==> config.mk <==
export PLATFORM = sky130hd
export DESIGN_NAME = uart_tx
export DESIGN_NICKNAME = d
export VERILOG_FILES = /design/src/rtl/uart_tx.sv
export SDC_FILE = /design/constraint.sdc
export NUM_CORES = 1
export LEC_CHECK = 0
export CAP_MARGIN = 40
export CORE_MARGIN = 2
export CORE_UTILIZATION = 38
export DETAILED_ROUTE_END_ITERATION = 6
export GPL_TIMING_DRIVEN = 1
export REMOVE_ABC_BUFFERS = 1
export SLEW_MARGIN = 10
export SYNTH_ARGS = -nofsm -noshare
export SYNTH_HDL_FRONTEND = slang
export SYNTH_SLANG_ARGS = --single-unit
==> constraint.sdc <==
create_clock -name clk -period 8.05 [get_ports clk]
set_input_delay 0.805 -clock clk [delete_from_list [all_inputs] [get_ports clk]]
set_output_delay 0.805 -clock clk [all_outputs]
set_load 0.05 [all_outputs]
==> src/rtl/uart_tx.sv <==
// UART transmitter: 4-entry byte FIFO feeding an 8-bit serialiser with optional
// even/odd parity and one or two stop bits. Queued frames leave back-to-back.
//
// state     | meaning
// ST_IDLE   | line idle high, waiting for the FIFO to hold a byte
// ST_START  | start bit (low) for one bit period
// ST_DATA   | eight data bits, LSB first
// ST_PARITY | parity bit, only entered when parity is enabled
// ST_STOP   | stop bit(s) high; pops the next byte at the end if one is queued
module uart_tx #(
  parameter int CLK_FREQ  = 50000000,
  parameter int BAUD_RATE = 9600,
  parameter int PARITY    = 0,
  parameter int STOP_BITS = 1
) (
  input  logic       clk,
  input  logic       rst,
  input  logic [7:0] data_in,
  input  logic       data_valid_in,
  output logic       ready_out,
  output logic       tx_line,
  output logic       busy
);

  localparam int BIT_LEN = CLK_FREQ / BAUD_RATE;
  localparam int CW      = $clog2(BIT_LEN);

  localparam logic [CW-1:0] CLK_LAST  = CW'(BIT_LEN - 1);
  localparam logic [2:0]    STOP_LAST = 3'(STOP_BITS - 1);
  localparam logic          ODD       = (PARITY == 2);
  localparam logic          HAS_PAR   = (PARITY != 0);

  typedef enum logic [2:0] {
    ST_IDLE,
    ST_START,
    ST_DATA,
    ST_PARITY,
    ST_STOP
  } state_t;

  // FIFO
  logic [7:0] mem [4];
  logic [1:0] wr_ptr;
  logic [1:0] rd_ptr;
  logic [2:0] count;
  logic       push;
  logic       pop;
  logic [7:0] head;

  assign ready_out = (count != 3'd4);
  assign push      = data_valid_in && ready_out;
  assign head      = mem[rd_ptr];

  always_ff @(posedge clk) begin
    if (push) begin
      mem[wr_ptr] <= data_in;
    end
  end

  always_ff @(posedge clk or posedge rst) begin
    if (rst) begin
      wr_ptr <= 2'd0;
      rd_ptr <= 2'd0;
      count  <= 3'd0;
    end else begin
      if (push) begin
        wr_ptr <= wr_ptr + 2'd1;
      end
      if (pop) begin
        rd_ptr <= rd_ptr + 2'd1;
      end
      case ({push, pop})
        2'b10:   count <= count + 3'd1;
        2'b01:   count <= count - 3'd1;
        default: count <= count;
      endcase
    end
  end

  // Serialiser
  state_t        state;
  state_t        state_next;
  logic [CW-1:0] clk_cnt;
  logic [CW-1:0] clk_cnt_next;
  logic [2:0]    bit_cnt;
  logic [2:0]    bit_cnt_next;
  logic [7:0]    shift;
  logic [7:0]    shift_next;
  logic          par_bit;
  logic          par_bit_next;
  logic          tx_next;
  logic          clk_last;

  assign clk_last = (clk_cnt == CLK_LAST);

  always_ff @(posedge clk or posedge rst) begin
    if (rst) begin
      state   <= ST_IDLE;
      clk_cnt <= '0;
      bit_cnt <= 3'd0;
      shift   <= 8'd0;
      par_bit <= 1'b0;
      tx_line <= 1'b1;
    end else begin
      state   <= state_next;
      clk_cnt <= clk_cnt_next;
      bit_cnt <= bit_cnt_next;
      shift   <= shift_next;
      par_bit <= par_bit_next;
      tx_line <= tx_next;
    end
  end

  always_comb begin
    state_next   = state;
    clk_cnt_next = clk_cnt;
    bit_cnt_next = bit_cnt;
    shift_next   = shift;
    par_bit_next = par_bit;
    pop          = 1'b0;

    case (state)
      ST_IDLE: begin
        if (count != 3'd0) begin
          pop          = 1'b1;
          clk_cnt_next = '0;
          state_next   = ST_START;
        end
      end
      ST_START: begin
        if (clk_last) begin
          clk_cnt_next = '0;
          bit_cnt_next = 3'd0;
          state_next   = ST_DATA;
        end else begin
          clk_cnt_next = clk_cnt + 1'b1;
        end
      end
      ST_DATA: begin
        if (clk_last) begin
          clk_cnt_next = '0;
          shift_next   = {1'b0, shift[7:1]};
          if (bit_cnt == 3'd7) begin
            bit_cnt_next = 3'd0;
            state_next   = HAS_PAR ? ST_PARITY : ST_STOP;
          end else begin
            bit_cnt_next = bit_cnt + 3'd1;
          end
        end else begin
          clk_cnt_next = clk_cnt + 1'b1;
        end
      end
      ST_PARITY: begin
        if (clk_last) begin
          clk_cnt_next = '0;
          bit_cnt_next = 3'd0;
          state_next   = ST_STOP;
        end else begin
          clk_cnt_next = clk_cnt + 1'b1;
        end
      end
      ST_STOP: begin
        if (clk_last) begin
          clk_cnt_next = '0;
          if (bit_cnt == STOP_LAST) begin
            bit_cnt_next = 3'd0;
            if (count != 3'd0) begin
              pop        = 1'b1;
              state_next = ST_START;
            end else begin
              state_next = ST_IDLE;
            end
          end else begin
            bit_cnt_next = bit_cnt + 3'd1;
          end
        end else begin
          clk_cnt_next = clk_cnt + 1'b1;
        end
      end
      default: begin
        state_next   = ST_IDLE;
        clk_cnt_next = '0;
        bit_cnt_next = 3'd0;
      end
    endcase

    // Parity is captured whole at pop time, since the shift register is consumed.
    if (pop) begin
      shift_next   = head;
      par_bit_next = (^head) ^ ODD;
    end
  end

  // tx_line is registered from the next state so the line changes on the same
  // edge the state does.
  always_comb begin
    tx_next = 1'b1;
    case (state_next)
      ST_START:  tx_next = 1'b0;
      ST_DATA:   tx_next = shift_next[0];
      ST_PARITY: tx_next = par_bit_next;
      default:   tx_next = 1'b1;
    endcase
  end

  assign busy = (state != ST_IDLE) || (count != 3'd0);

endmodule

==> parameters.txt <==
Parameter                              Value

STA
  Unrepaired setup endpoints after global routing ... false
  Post-route setup TNS ... 0 ns
  Worst hold slack across all endpoints ... slightly below 0.5 ns
  # setup viols final ... 0
  Number of hold violations in the final report ... 0
  Slew @ Worst Pin ... about 0.73 ns
  Maximum clock frequency ... 321 MHz
  Period utilisation layout ... about two fifths
  Post-Route Skew ... slightly below 0.008 ns
  Final count of pins violating max slew ... 0
  Relative slew slack ... approximately half
  Final Critical Period ... 3.12 ns

Critical path
  Endpoint of the worst register-to-register path ... count[2]
  Data required time of the worst path ... around 7.2 ns
  Setup slack of the most critical reg-to-reg path ... 5.41 ns
  Critical path launch point type ... flip-flop
  Worst-case reg-to-reg path depth ... 10
  Top fanout value on the critical path ... 5
  Arrival time reported for the critical path endpoint ... 2.31 ns
  Kind of end point of the critical path ... output port
  WS Path Type ... reg2out
  Startpoint of the most critical register-to-register path ... clk_cnt[8]

Clock tree
  TritonCTS clock tree ... yes
  Clock slew at reported path FFs ... 0.08 ns
  # Post-CTS Setup Buffers ... 0
  Number of hold buffers added after cts ... 0
  Root Buffer ... clkbuf_8
  Count of instances resized after the clock tree is built ... 0
  CTS buffer count ... 9
  Maximum root-to-sink buffer count ... 2
  Latest clock arrival within the worst-skew pair ... 0.35 ns
  Number of sinks driven by the clock tree ... approximately 70
  CTS H-tree lvls ... 3

Yosys
  Ranking of synthesized cells by area ... edfxtp_1, dfrtp_1, mux4_2, xor2_1, ha_1
  Cell count after synthesis ... between 200 and 250
  Number of warnings reported in the yosys synthesis log ... 0
  Post-synth top area share ... 29.9%
  Synthesized area divided by synthesized cell count ... about 13 µm²
  Synth cell types ... 45
  Part of the Yosys area used for sequential elements ... a little under 60%
  Flops & latches, synth ... between 60 and 70
  Post-synth EDFFs ... 32
  Synth Cell Area ... approximately 3200 µm²
  Flip-flop cell with the highest count after synthesis ... dfrtp_1
  Post-synth top area cell ... edfxtp_1
  Async set-or-reset flop fraction in the synthesized netlist ... 52.9%

Power
  Total power draw ... 0.000904 W
  Power share of the clock group ... 38.3%
  VDD IR-drop max ... 142 µV
  Part of the total power dissipated in sequential elements ... between 40% and 50%
  Power density over cell area ... roughly 250 nW/µm²
  LEAKAGE ... 1.50 nW
  Switching Power ... between 0.0002 and 0.00025 W
  Switch share ... between 20% and 30%
  Internal power contribution ... 0.000674 W
  Comb pwr share ... roughly 14%

Route
  Via count ... ~1800
  Post-DR vias/cell ... about 4.9
  DRT Pass-1 Iters ... 4
  Total Routed Length ... approximately 5300 µm
  Violation count after the first detailed-route iteration ... slightly above 80
  DRC violations left ... 0
  Antenna Nets Post-Route ... 0
  Detail-routed net length per standard cell ... between 10 and 15 µm

Min path
  Worst min-delay path class ... reg2reg
  Worst hold path endpoint ... count[0]
  Worst hold stages ... 1
  Worst Hold Launch ... count[0]

Placed design
  Hpwl dp ... roughly 3600 µm
  Final weighted congestion of routability-driven global placement ... between 0.6 and 0.7
  Post-place instance area ... approximately 3400 µm²
  Number of port buffers ... 13

Floorplanning
  Die Footprint ... 9200 µm²
  Effective utilization at floorplan ... around two fifths
  Number of top-level design ports ... 14
  Floorplan die height ... ~96 µm
  Die span in x ... approximately 96 µm
  Site row count ... 33
  CORE AREA ... roughly 8200 µm²

Cells and area
  Count of antenna diodes in the layout ... 0
  Area overhead of the layout relative to synthesis ... 14.3%
  Share of final-layout standard cells stronger than drive strength 1 ... approximately 17%
  Leading cell types in the layout, fill and taps excluded ... dfrtp_1, edfxtp_1, nor2_1
  Most frequent standard cell in the layout excluding fill and tap cells ... dfrtp_1
  Final standard cell area without fillers ... around 3700 µm²
  # nets final ... 279

Run
  Number of violations of the max-capacitance limit ... 0

GRT
  Combined global-route utilization of all metal layers ... between 10% and 20%
  Sum of overflow across all layers after global routing ... 0
  Global-route track usage on met3 ... roughly 5.6%
  Initial antenna violation count ... 0
  Met2 usage ... 21.3%
  Number of global-route vias before repair ... approximately 1800
  GR Util met1 ... about 17%
  Global-route wire length before repair ... slightly above 9000 µm
  Maximum number of pins on one net before global-route repair ... 37
  Most utilized layer in the global route result ... met2

Status
  Result of the run ... complete, no violations
per-stage QoR:
| stage | instances | worst slack (ns) | util [%] |
|---|---|---|---|
| 2_1_floorplan | 233 | 5.58 | - |
| 3_3_place_gp | 352 | 5.34 | 41.6 |
| 3_5_place_dp | 352 | 5.30 | 41.6 |
| 4_1_cts | 368 | 4.90 | 44.7 |
| 5_1_grt | 368 | 4.77 | 44.7 |
| 6_report | 368 | 4.93 | 44.7 |
logic make-up (layout without fill, tap and decap cells):
family          Yosys count  count (layout)  synth area share [%]
simple gates             75              75                  12.9
flops                    68              68                  58.1
compound gates           25              25                  5.73
xor+xnor                 24              24                  6.55
buf+inv                  19              42                  3.55
mux                      18              18                  8.77
fa+ha+maj                11              11                  4.44
cell type report:
type                            instances  area [µm²]
Clock buffer                            9         124
Clock inverter                          7         124
Fill cell                             766        4550
Inverter                               12        57.6
Multi-Input combinational cell        153        1230
Sequential cell                        68        1860
Tap cell                              105         131
Timing Repair Buffer                   14         138
power by group through the flow:
stage	sequential, W	combinational (W)	clock (W)
2_1_floorplan	0.000431	0.0000979	0
3_3_place_gp	0.000435	0.000132	0
3_5_place_dp	0.000437	0.000132	0
4_1_cts	0.000430	0.000132	0.000355
5_1_grt	0.000435	0.000146	0.000371
6_report	0.000430	0.000128	0.000346
state kept, by name, summed over array words and instances, names as in the netlist:
register / cells
mem: 32
clk_cnt: 13
shift: 8
bit_cnt: 3
count: 3
state: 3
rd_ptr: 2
wr_ptr: 2
par_bit: 1
tx_line: 1
Yosys cell counts, types with 4 or more instances:
cell      number
a21oi_1        5
nand3_1        9
o21ai_2        7
o21ai_0        4
nor2_1        17
nand2_1       15
mux4_2         8
dfrtp_1       35
inv_1         11
and3_1         7
edfxtp_1      32
xnor2_1       11
nand4_1        4
mux2i_1        9
buf_2          4
and2_1         4
xor2_1        13
ha_1           9
how the worst max path moves through the flow:
stage	depth (start not counted)	endpoint	startpoint
2_1_floorplan	10	count[2]	clk_cnt[8]
4_1_cts	4	busy	count[2]
6_report	4	busy	count[2]
3_3_place_gp	4	busy	count[2]
5_1_grt	4	busy	count[2]
3_5_place_dp	4	busy	count[2]
metal layers:
layer / vias up / wire (µm)
met4: 0 / 77
li1: 892 / -
met5: - / 0
met3: 9 / 195
met2: 21 / 2530
met1: 893 / 2480
critical path, stage by stage (launching register included):
cell and delay [ns]:
dfrtp_1 0.42, nor3_1 0.47, and2_1 0.26, inv_1 0.11, clkdlybuf4s50_1 0.71
Note: power is estimated with default switching activity, not from simulation.
